--- src/rtl/fetch_sequencer.sv ---
// fetch_sequencer: instruction-fetch front end. Owns the PC, issues one
// request per cycle to a synchronous-read instruction memory, captures each
// returned word with its PC into a 3-entry queue, and hands the queue head
// to decode over a valid/ready handshake.
module fetch_sequencer #(
  parameter logic [31:0] RESET_ADDR = 32'h00000000
) (
  input  logic        Clk,
  input  logic        Reset,
  output logic        ImemReq,
  output logic [31:0] ImemAddr,
  input  logic [31:0] ImemData,
  input  logic        RedirectValid,
  input  logic [31:0] RedirectTarget,
  output logic        OutValid,
  output logic [31:0] OutInstr,
  output logic [31:0] OutPC,
  input  logic        OutReady
);

  localparam int unsigned DEPTH = 3;

  logic [31:0] pc;
  logic [31:0] issue_pc;
  logic        in_flight;
  logic [1:0]  head;
  logic [1:0]  tail;
  logic [1:0]  count;
  logic [31:0] q_pc    [DEPTH];
  logic [31:0] q_instr [DEPTH];

  logic [2:0]  occupancy;
  logic        push;
  logic        pop;

  // Wrap a queue pointer modulo the queue depth.
  function automatic logic [1:0] next_ptr(input logic [1:0] p);
    return (p == 2'(DEPTH - 1)) ? 2'd0 : p + 2'd1;
  endfunction

  // Entries already queued plus the one still coming back from memory.
  // Issuing only while this is at most 2 guarantees every response has a slot.
  assign occupancy = {1'b0, count} + {2'b00, in_flight};
  assign ImemReq   = !Reset && !RedirectValid && (occupancy <= 3'd2);
  assign ImemAddr  = pc;

  assign push = in_flight && !RedirectValid && !Reset;
  assign pop  = OutValid && OutReady;

  assign OutValid = (count != 2'd0);
  assign OutInstr = q_instr[head];
  assign OutPC    = q_pc[head];

  // PC, in-flight tracking and queue bookkeeping; reset beats redirect beats normal flow.
  always_ff @(posedge Clk) begin
    // NOTE: sequential state uses non-blocking assignments so every register
    // samples the pre-edge values, independent of statement order.
    if (Reset) begin
      pc        <= RESET_ADDR;
      in_flight <= 1'b0;
      head      <= 2'd0;
      tail      <= 2'd0;
      count     <= 2'd0;
    end else if (RedirectValid) begin
      // Flush everything, including the response still in flight.
      pc        <= RedirectTarget & ~32'h3;
      in_flight <= 1'b0;
      head      <= 2'd0;
      tail      <= 2'd0;
      count     <= 2'd0;
    end else begin
      if (ImemReq) begin
        issue_pc  <= pc;
        pc        <= pc + 32'd4;
        in_flight <= 1'b1;
      end else begin
        in_flight <= 1'b0;
      end
      if (push) tail <= next_ptr(tail);
      if (pop)  head <= next_ptr(head);
      count <= count + {1'b0, push} - {1'b0, pop};
    end
  end

  // Queue storage: written at the tail when a response arrives.
  always_ff @(posedge Clk) begin
    // NOTE: the queue payload is deliberately not reset; count alone decides
    // which entries are meaningful, so clearing the data would buy nothing.
    if (push) begin
      q_pc[tail]    <= issue_pc;
      q_instr[tail] <= ImemData;
    end
  end

endmodule

--- config.mk ---
export PLATFORM = sky130hd
export DESIGN_NAME = fetch_sequencer
export DESIGN_NICKNAME = d
export VERILOG_FILES = /design/src/rtl/fetch_sequencer.sv
export SDC_FILE = /design/constraint.sdc
export NUM_CORES = 1
export LEC_CHECK = 0
export CAP_MARGIN = 20
export CORE_ASPECT_RATIO = 0.75
export CORE_MARGIN = 5
export CORE_UTILIZATION = 50
export DETAILED_ROUTE_END_ITERATION = 7
export PLACE_DENSITY = 0.73
export SLEW_MARGIN = 10
export SYNTH_ARGS = -nofsm -noshare
export SYNTH_HDL_FRONTEND = slang
export SYNTH_SLANG_ARGS = --single-unit
--- constraint.sdc ---
create_clock -name Clk -period 9.2 [get_ports Clk]
set_clock_uncertainty 0.2 [all_clocks]
set_input_delay 1.84 -clock Clk [delete_from_list [all_inputs] [get_ports Clk]]
set_output_delay 1.84 -clock Clk [all_outputs]
set_load 0.005 [all_outputs]
== Word level (Yosys, flattened, before mapping) ==
Memories as Yosys holds them, arrays and structs flattened. A register that Yosys moved wholly into a read port is not among the register bits.
Cells that the tools add are included.

* Register bits after elaboration: 71
* Bits in writable memories: 192
* Memories: 2

* Add/sub/neg operators: 6
* $lt $le $gt $ge: 1
* Equal/unequal tests: 2
* Muxes and demuxes: 11
* Bitwise gates (word level): 2
* Reductions and logical operators: 11

{| class="wikitable"
|+ Memory list
! name !! depth !! width !! read ports !! clocked after memory_dff !! wr ports !! line !! source
|-
| q_instr || 3 || 32 || 1 || 1 || 1 || 30 || <nowiki>logic [31:0] q_instr [DEPTH];</nowiki>
|-
| q_pc || 3 || 32 || 1 || 1 || 1 || 29 || <nowiki>logic [31:0] q_pc [DEPTH];</nowiki>
|}

{| class="wikitable"
|+ Operators by type and width
! kind !! count
|-
| $mux 32 || 2
|-
| $add 32x3->32 const B || 1
|-
| $mux 2 || 6
|-
| $logic_and 1x1->1 || 5
|-
| $add 2x1->2 const B || 2
|-
| $eq 2x2->1 const B || 2
|-
| $reduce_bool 2->1 || 2
|-
| $add 2x1->3 || 1
|-
| $le 3x2->1 const B || 1
|-
| $mux 1 || 3
|-
| $reduce_and 3->1 || 1
|-
| $add 2x1->2 || 1
|-
| $logic_not 1->1 || 2
|-
| $not 1->1 || 2
|-
| $reduce_or 2->1 || 1
|-
| $sub 2x1->2 || 1
|}

== Depth between registers and ports, before layout ==
Gate-level depths: netlist (run 1).

* Word-level depth: 5
* Mapped depth: 9

== Worst setup path after synthesis (run 1) ==
No wires, ideal clock.

* Path type: input-to-reg
* Start point: input port RedirectValid
* End point: memory q_instr[2][0], enable pin
* Setup time: 0.571 ns
* Data arrival time: 6.845 ns
* Required time: 8.429 ns
* Slack: 1.584 ns
* Stages: 4
* Path buffers: 1
* Cells stage by stage: clkbuf_1 nor2_1 nand2_1 nor3b_1

* Longest elaborated chain between the ends: 5

{| class="wikitable"
|+ RTL lines
! what !! line !! source
|-
| start: declaration || 13 || <nowiki>input logic RedirectValid,</nowiki>
|-
| $logic_not 1->1 || 47 || <nowiki>assign push = in_flight && !RedirectValid && !Reset;</nowiki>
|-
| $logic_and 1x1->1 (2 in series) || 47 ||
|-
| $mux 1 || 89 || <nowiki>if (push) begin</nowiki>
|-
| $mux 1 (not written as such) || 91 || <nowiki>q_instr[tail] <= ImemData;</nowiki>
|-
| end: declaration || 30 ||
|}

No other way between the ends.

== Worst setup path in the final report (run 1) ==
* Start point: input port RedirectValid
* End point: output port ImemReq

* Longest elaborated chain between the ends: 3

{| class="wikitable"
|+ RTL lines
! what !! line !! source
|-
| $logic_not 1->1 || 44 || <nowiki>assign ImemReq = !Reset && !RedirectValid && (occupancy <= 3'd2);</nowiki>
|-
| $logic_and 1x1->1 (2 in series) || 44 ||
|-
| end: declaration || 10 || <nowiki>output logic ImemReq,</nowiki>
|}

No other way between the ends.

==> impl_results.md, run 1 <==
* Via/cell ratio at 5.277
* Post-CTS Setup Inserts at 0
* Largest net degree at the start of global routing at about 130
* Relative slew slack at 40.16%
* Max cap viols at 0
* Status: finished, final reports clean
* Crit path max fanout at 31
* DRT iter0 DRCs at around 310
* # nets final at 910
* RSZ-0062 raised after global routing: no
* Routed len/inst at 18.04 µm
* # setup viols final at 0
* Leak pwr at 3.928 nW
* Total wire length at 19.93 mm
* Worst EP required at 7160 ps
* Cell Area, Synth at between 9000 and 10000 µm²
* CTS max path bufs at 3
* Reg2Reg Depth at 7
* Buffers added on ports at 159
* Crit path time final at 6211 ps
* Initial Utilization at 51.20%
* Post-synth EDFFs at 216
* FP Rows at 44
* Fin crit share at 67.51%
* Full die area at 22850 µm²
* Via count at ~5800
* Yosys reg bits at 255
* Total track usage at 16.91%
* Total CTS buffers at 25
* Vias in the first global route at 6052
* Clock Pin Slew Worst Setup and Hold Paths at ~50 ps
* H-Tree Level Count at 1
* Area added between synthesis and finish at 26.10%
* Hold-fix buffers, CTS at 0
* Fin. Hold Viols at 0
* Clock Root Buffer: clkbuf_16
* Core Region at 19430 µm²
* Avg Cell Area, Syn at approximately 15 µm²
* M3 GR Usage at 5.132%
* Die H at 132.2 µm
* Register area at 7274 µm²
* Syn. warnings at 0
* Initial antenna violation count at 0
* Chip width at between 150 and 200 µm
* Worst hold stages at 0
* Initial DRT Pass Iterations at 4
* Num Clock Sinks at 255
* Post-CTS Resized at 0
* Area occupied by multi-input gates at about 2500 µm²
* Ys async rst share at 0%
* Pwr Total at 2.318 mW
* Antenna diode count at 0
* Remaining antenna violation count after routing at 0
* CP startpoint kind: input pin
* Sequential fraction of the synthesis area at 73.03%
* Ys flop type: edfxtp_1
* Busiest grt layer: met2
* GRT met2 Usage at between 20 and 30%
* Power Density at 184.7 nW/µm²
* GRT met1 Usage at 24.60%
* CTS tree: built
* Fillers at between 1000 and 1500
* Setup TNS at 0 ps
* Fraction of layout cells with a size suffix above 1 at between 7 and 8%
* CP Class: in2out
* WP data arrival at 4170 ps
* Mapped Cells at 677
* Max-slew violation count at 0
* I/O pins at about 170
* DP Worst Slack at 2988 ps
* Library cells used by synthesis at 46
* Final Wtd Congestion at 0.7774
* Tightest Pin Transition at 897.6 ps
* Latest clock arrival within the worst-skew pair at roughly 520 ps
* Maximum clock frequency at 161.0 MHz
* Worst VDD drop at between 0.1 and 0.15 mV
* Hold crit path type: reg2reg
* First-pass GRT wire length at 31.71 mm
* Post-route worst setup slack at 2989 ps
* Post-DP HPWL at between 10 and 15 mm
* Setup crit end kind: output pin
* GR Overflow Total at 0
* # DRC at 0
Yosys cell counts (all sizes together) (6+ instances only):
master  instances  share of area [%]
edfxtp        216                 65
nand2          86                3.2
mux2i          67                6.7
o21ai          67                3.4
dfxtp          39                7.8
nor2           30                1.1
xnor2          28                2.5
clkbuf         26               0.98
a211oi         15                1.1
nor3           14               0.96
buf            13               0.77
a21oi          10               0.50
inv             8               0.30
ha              6               0.75
worst max-delay path, stage by stage:
cell and delay (ps):
clkdlybuf4s50_1 660, or2_1 500, nor2_2 150, buf_4 390, clkdlybuf4s50_1 620
cells by family after synthesis:
group	share of synthesized area (%)
other	0.03769
AND/OR/NAND/NOR	8.525
multiplexers	6.740
flip-flops	73.03
XOR/XNOR	2.553
buffers and inverters	2.049
AO/OA/AOI/OAI	6.312
adder cells (fa/ha/maj)	0.7544
placed cells by master, fill, tap and decap left out, types with 2 or more instances in the layout:
cell type / count
edfxtp_1: 216
clkdlybuf4s50_1: 159
nand2_1: 86
mux2i_1: 67
o21ai_0: 62
dfxtp_1: 37
nor2_1: 29
xnor2_1: 28
clkbuf_16: 25
a211oi_1: 15
a21oi_1: 10
nor3_1: 8
inv_1: 7
clkinv_1: 7
clkbuf_1: 7
buf_4: 7
nor3_2: 6
ha_1: 6
nor4_2: 5
o21ai_1: 5
and4_1: 4
and3_1: 4
nand3_1: 4
o2111ai_1: 4
conb_1: 4
nor3b_2: 3
and2_1: 3
o211ai_1: 3
nand4_4: 2
o22ai_1: 2
a311oi_1: 2
dfxtp_4: 2
clkinv_2: 2
power breakdown:
part | switching [mW] | internal (mW) | total [mW]
sequential | 0.0247 | 1.28 | 1.30
combinational | 0.0443 | 0.0648 | 0.109
clock | 0.384 | 0.524 | 0.908
total | 0.453 | 1.87 | 2.32
area by class of cell:
| type | instances | area share, % |
|---|---|---|
| Sequential cell | 255 | 57.97 |
| Multi-Input combinational cell | 378 | 19.99 |
| Tap cell | 253 | 2.523 |
| Inverter | 8 | 0.2393 |
| Clock buffer | 32 | 5.195 |
| Timing Repair Buffer | 168 | 13.48 |
| Clock inverter | 11 | 0.5983 |
metrics by stage:
step / utilization, % / std cells / hold WS [ps] / area (µm²)
after floorplan: - / 680 / 240.1 / 9962
after global placement: 60.58 / 1060 / 243.6 / 11770
after detailed placement: 60.58 / 1060 / 257.3 / 11770
after CTS: 64.33 / 1103 / 272.3 / 12500
after global routing: 64.57 / 1105 / 277.7 / 12550
final: 64.57 / 1105 / 267.5 / 12550
routing by layer:
metal | part of all wire (%) | wire (µm)
met1 | 47 | 9405
met2 | 43 | 8562
met3 | 7.9 | 1569
met4 | 2.0 | 394
met5 | 0 | 0
sequential cells by signal, summed over array words and instances (netlist names), named ones only:
| name | cells |
|---|---|
| count | 2 |
| q_instr | 96 |
| tail | 2 |
| ImemAddr | 30 |
| q_pc | 90 |
| issue_pc | 30 |
| head | 2 |
| in_flight | 1 |
path summary, 6_finish.rpt:
kind | from | endpoint | slack [ps]
worst max-delay path | RedirectValid | ImemReq | 2990
worst min-delay path | issue_pc[22] | q_pc[0][22] | 270
worst max register to register | in_flight | ImemAddr[14] | 6140
worst min register to register | issue_pc[22] | q_pc[0][22] | 270
No activity file was read; power rests on OpenSTA's default activity.
==> run 2: changes to the inputs <==
clock period = 6.3 ns   (was 9.2 ns; I/O delays follow)
==> run 2 against run 1 <==
  * Global-route usage is 0.24 points lower
  * Clock power is 49% higher
  * Critical path type unchanged
  * Flip-flop and latch count stayed put
  * Largest cell class unchanged
  * Wire length is 1.5% lower
  * Highest routed layer unchanged
  * Cell count is 0.18% lower
  * Count of clock-buffer cells in the layout is 1 higher
  * Largest power group unchanged
==> impl_results.md, run 2 (synthesized netlist as in run 1, its figures left out) <==
* Status: finished, final reports clean (unchanged)
* Total wire length at 19.63 mm (was 19.93 mm)
* Num Clock Sinks at 255 (unchanged)
* Clock Root Buffer: clkbuf_16 (unchanged)
* First-pass GRT wire length at 31.17 mm (was 31.71 mm)
* Tightest Pin Transition at 891.6 ps (was 897.6 ps)
* Post-CTS Setup Inserts at 0 (unchanged)
* Total track usage at 16.67% (was 16.91%)
* Core Region at 19430 µm² (unchanged)
* Max stage delay on crit path at 650 ps (was 660 ps)
* Vias in the first global route at 5864 (was 6052)
* Max-slew violation count at 0 (unchanged)
* Leak pwr at 3.926 nW (was 3.928 nW)
* Via/cell ratio at 5.263 (was 5.277)
* # DRC at 0 (unchanged)
* Most common cell after layout, fill and taps aside: edfxtp_1 (unchanged)
* CTS max path bufs at 3 (unchanged)
* Crit-path slowest cell: clkdlybuf4s50_1 (unchanged)
* Cell family contributing the most delay on the critical path: buffers and inverters (unchanged)
* Post-route worst setup slack at 1256 ps (was 2989 ps)
* Biggest registers after layout: q_instr (96), q_pc (90) (unchanged)
* Fraction of layout cells with a size suffix above 1 at 7.647% (was 7.394%)
* # setup viols final at 0 (unchanged)
* Largest net degree at the start of global routing at 125 (unchanged)
* Setup crit end kind: output pin (unchanged)
* Pwr Total at 3.408 mW (was 2.318 mW)
* Crit path time final at 5044 ps
* Relative slew slack at 40.56% (was 40.16%)
* Buffers added on ports at 159 (unchanged)
* H-Tree Level Count at 1 (unchanged)
* Hold crit path type: reg2reg (unchanged)
* CP startpoint kind: input pin (unchanged)
* Commonest non-fill, non-tap cells in the layout: 216 x edfxtp_1, 159 x clkdlybuf4s50_1, 86 x nand2_1 (unchanged)
* FP Rows at 44 (unchanged)
* Area added between synthesis and finish at 26.12% (was 26.10%)
* Antenna diode count at 0 (unchanged)
* Latest clock arrival within the worst-skew pair at 500 ps (was 520 ps)
* Full die area at 22850 µm² (unchanged)
* Fin crit share at 80.06%
* Initial DRT Pass Iterations at 4 (unchanged)
* Total CTS buffers at 25 (unchanged)
* RSZ-0062 raised after global routing: no (unchanged)
* Initial Utilization at 51.20% (unchanged)
* Area occupied by multi-input gates at 2509 µm² (unchanged)
* Post-CTS Resized at 0 (unchanged)
* CTS tree: built (unchanged)
* Reg with most FFs: q_instr (unchanged)
* Register area at 7274 µm² (unchanged)
* Worst path buffer plus inverter count at 3 (unchanged)
* Worst EP required at 4840 ps (was 7160 ps)
* CP Class: in2out (unchanged)
* Initial antenna violation count at 0 (unchanged)
* Crit-path cells: clkdlybuf4s50_1 > or2_1 > nor2_2 > buf_4 > clkdlybuf4s50_1 (unchanged)
* Number of flip-flops under the largest register name at 96 (unchanged)
* GR Overflow Total at 0 (unchanged)
* Routed len/inst at 17.79 µm (was 18.04 µm)
* Maximum clock frequency at about 200 MHz
* Fillers at 1359 (was 1365)
* Clock Pin Slew Worst Setup and Hold Paths at 60 ps (was 50 ps)
* Die H at 132.2 µm (unchanged)
* I/O pins at 166 (unchanged)
* Power Density at 271.5 nW/µm² (was 184.7 nW/µm²)
* Via count at 5805 (was 5831)
* Remaining antenna violation count after routing at 0 (unchanged)
* DP Worst Slack at 1245 ps (was 2988 ps)
* Worst VDD drop at 0.1458 mV (was 0.1186 mV)
* Final Wtd Congestion at 0.7700 (was 0.7774)
* Post-DP HPWL at 12.31 mm (was 12.67 mm)
* WP data arrival at 3580 ps (was 4170 ps)
* Hold-fix buffers, CTS at 0 (unchanged)
* # nets final at 908 (was 910)
* DRT iter0 DRCs at 345 (was 313)
* Chip width at 172.9 µm (unchanged)
* Max cap viols at 0 (unchanged)
* Fin. Hold Viols at 0 (unchanged)
* Crit-path most repeated cell: clkdlybuf4s50_1 (unchanged)
* Crit path max fanout at 31 (unchanged)
## run 2: cell types whose count changed in the layout (fill, tap and decap cells not counted), sizes merged
cell      change
clkinv        -2
buf           -2
clkinvlp      +1
clkbuf        +1
## run 2: final timing paths
kind	to	cells past startpoint	startpoint	slack, ps
worst max-delay path	ImemReq	5	RedirectValid	1260
worst min-delay path	q_pc[1][24]	0	issue_pc[24]	270
worst max register to register	ImemAddr[14]	7	in_flight	3230
worst min register to register	q_pc[1][24]	0	issue_pc[24]	270
## run 2: power by group
group | total, mW | leakage [nW] | switching (mW) | internal [mW]
sequential | 1.90 | 2.29 | 0.0358 | 1.86
combinational | 0.159 | 1.27 | 0.0644 | 0.0944
clock | 1.35 | 0.363 | 0.568 | 0.781
## run 2: through the flow
step	cell area (µm²)	hold WS, ps	util [%]	cells	setup TNS (ps)
floorplan	9962	240.1	-	680	-113390
detailed placement	11760	255.8	60.51	1058	0
CTS	12500	263.5	64.33	1101	0
global route	12550	289.2	64.58	1103	0
global placement	11760	245.0	60.51	1058	0
finish	12550	267.4	64.58	1103	0
## run 2: layout make-up
| class | instances | share of cell area (%) |
|---|---|---|
| flip-flops and latches | 255 | 57.97 |
| clock inverters | 10 | 0.6181 |
| clock buffers | 33 | 5.304 |
| well taps | 253 | 2.522 |
| repair buffers | 166 | 13.36 |
| multi-input cells | 378 | 19.99 |
| inverters | 8 | 0.2393 |
## run 2: worst register-to-register path: stages (launching register included)
cell and delay, ps:
dfxtp_1 410, ha_1 210, inv_1 50, ha_1 270, nor3b_2 660, o2111ai_2 460
or3_1 480, a311oi_1 250
## run 2: routing by layer
layer	wire (µm)	part of all wire, %	track usage (%)	vias to the layer above
met1	9331	48	24.73	2740
met2	8522	43	25.09	214
met5	0	0	0	-
met3	1519	7.7	4.874	21
li1	-	-	-	2830
met4	253	1.3	2.837	0
==> run 3: changes to the inputs <==
clock period = 5.2 ns   (was 6.3 ns; I/O delays follow)
==> run 3 against run 2 <==
  * Power grew 25%
  * Cell count is the same
  * Register-to-register slack lost 1100 ps
  * Sequential power grew 21%
  * First-iteration DRC count shrank 18%
  * Worst setup slack lost 430 ps
  * Critical path depth grew 2
  * Sequential share of layout area shrank 0.34 points
  * Non-clock buffer count grew 1
  * Via count grew 0.96%
  * Count of clock-buffer cells in the layout shrank 1
==> impl_results.md, run 3 (synthesized netlist as in run 1, its figures left out) <==
* Post-CTS Resized at 0 (unchanged)
* Reg2Reg Depth at 7 (unchanged)
* Register area at 7274 µm² (unchanged)
* Fillers at 1394 (was 1359)
* Area occupied by multi-input gates at 2509 µm² (unchanged)
* # setup viols final at 0 (unchanged)
* Final Wtd Congestion at 0.7828 (was 0.7700)
* Number of flip-flops under the largest register name at 96 (unchanged)
* Placed Cells at 1059 (was 1058)
* Hold Path End: q_pc[1][11] (was q_pc[1][24])
* Core Region at 19430 µm² (unchanged)
* Fin crit share at between 80% and 90%
* Layout Cells excl Fill at 1103 (unchanged)
* Setup TNS at 0 ps (unchanged)
* Power Density at 337.1 nW/µm² (was 271.5 nW/µm²)
* Crit-path slowest cell: nor3b_2 (was clkdlybuf4s50_1)
* Status: finished, final reports clean (unchanged)
* Hold Slack at 270.5 ps (was 267.4 ps)
* CTS max path bufs at 3 (unchanged)
* R2r startpoint: in_flight (unchanged)
* Chip width at 172.9 µm (unchanged)
* Fin. Hold Viols at 0 (unchanged)
* I/O pins at 166 (unchanged)
* Initial Utilization at 51.20% (unchanged)
* R2R setup slack at 2150 ps (was 3230 ps)
* Max-slew violation count at 0 (unchanged)
* Post-DP HPWL at 12.29 mm (was 12.31 mm)
* Pwr Total at 4.256 mW (was 3.408 mW)
* Leak pwr at 3.962 nW (was 3.926 nW)
* CP startpoint kind: register (was input pin)
* # DRC at 0 (unchanged)
* Max cap viols at 0 (unchanged)
* Final instance area at 12620 µm² (was 12550 µm²)
* Clock Root Buffer: clkbuf_16 (unchanged)
* Relative slew slack at 40.66% (was 40.56%)
* FP Rows at 44 (unchanged)
* Total wire length at 19.63 mm (about the same)
* Full die area at 22850 µm² (unchanged)
* Antenna diode count at 0 (unchanged)
* First-pass GRT wire length at 30.84 mm (was 31.17 mm)
* Die H at 132.2 µm (unchanged)
* Worst hold stages at 0 (unchanged)
* Reg with most FFs: q_instr (unchanged)
* Maximum clock frequency at 228.7 MHz
* DRT iter0 DRCs at 282 (was 345)
* Setup crit end kind: output pin (unchanged)
* H-Tree Level Count at 1 (unchanged)
* Post-CTS Setup Inserts at 0 (unchanged)
* Biggest registers after layout: q_instr (96), q_pc (90) (unchanged)
* Hold path start: issue_pc[11] (was issue_pc[24])
* Max stage delay on crit path at 650 ps (about the same)
* DP Worst Slack at 1026 ps (was 1245 ps)
* Initial DRT Pass Iterations at 4 (unchanged)
* WP data arrival at 3130 ps (was 3580 ps)
* Vias in the first global route at 5847 (was 5864)
* Worst EP required at 3960 ps (was 4840 ps)
* Hold crit path type: reg2reg (unchanged)
* Worst VDD drop at 0.1692 mV (was 0.1458 mV)
* Crit path time final at 4373 ps
* Fraction of layout cells with a size suffix above 1 at 7.647% (unchanged)
* Area after DPL at 11770 µm² (was 11760 µm²)
* Hold-fix buffers, CTS at 0 (unchanged)
* Total CTS buffers at 25 (unchanged)
* CTS tree: built (unchanged)
* Crit-path cells: ha_1 > inv_1 > ha_1 > nor3b_2 > nor2_1 > nor2_2 > clkdlybuf4s50_1 (was clkdlybuf4s50_1 > or2_1 > nor2_2 > buf_4 > clkdlybuf4s50_1)
* CP Class: reg2out (was in2out)
* Via count at 5861 (was 5805)
* Crit-path most repeated cell: ha_1 (was clkdlybuf4s50_1)
* Crit path max fanout at 13 (was 31)
* RSZ-0062 raised after global routing: no (unchanged)
* Routed len/inst at 17.80 µm (was 17.79 µm)
* GR Overflow Total at 0 (unchanged)
* Remaining antenna violation count after routing at 0 (unchanged)
* Post-route worst setup slack at 826.9 ps (was 1256 ps)
* Latest clock arrival within the worst-skew pair at 500 ps (about the same)
* Buffers added on ports at 159 (unchanged)
* Num Clock Sinks at 255 (unchanged)
* Most common cell after layout, fill and taps aside: edfxtp_1 (unchanged)
* Total track usage at 16.54% (was 16.67%)
* Commonest non-fill, non-tap cells in the layout: 216 x edfxtp_1, 159 x clkdlybuf4s50_1, 86 x nand2_1 (unchanged)
* # nets final at 909 (was 908)
* Initial antenna violation count at 0 (unchanged)
* Area added between synthesis and finish at 26.86% (was 26.12%)
* Clock Pin Slew Worst Setup and Hold Paths at 60 ps (about the same)
* Via/cell ratio at 5.314 (was 5.263)
* Fin util at 64.96% (was 64.58%)
* RR Endpoint: issue_pc[8] (was ImemAddr[14])
* Largest net degree at the start of global routing at 125 (unchanged)
* Tightest Pin Transition at 890.2 ps (was 891.6 ps)
-- run 3: where the power goes --
part / switching (mW) / leakage (nW) / internal [mW]
clock: 0.685 / 0.390 / 1.08
combinational: 0.0782 / 1.28 / 0.115
sequential: 0.0428 / 2.29 / 2.26
-- run 3: final cells by class --
| class | instances | share of cell area, % |
|---|---|---|
| sequential | 255 | 57.63 |
| inverter | 8 | 0.2379 |
| tap | 253 | 2.508 |
| timing repair buffer | 167 | 13.40 |
| clock buffer | 32 | 5.164 |
| multi-input combinational | 378 | 19.87 |
| clock inverter | 10 | 1.189 |
-- run 3: worst max path at each step --
stage / start / to / slack [ps]
floorplan: RedirectValid / q_instr[2][0] / -1620
CTS: in_flight / ImemReq / 780
detailed placement: RedirectValid / ImemReq / 1030
global placement: RedirectValid / ImemReq / 1070
global route: in_flight / ImemReq / 600
finish: in_flight / ImemReq / 830
-- run 3: routing by layer --
layer	routed length [µm]	GRT usage, %
met2	8400	24.87
met5	0	0
met3	1435	4.702
met1	9485	24.26
met4	308	3.623
-- run 3: worst max-delay path: cells and delay by family (launching register included) --
kind | cells | cell delay (ps)
simple gates | 3 | 1190
buf+inv | 2 | 590
fa+ha+maj | 2 | 450
flops | 1 | 410
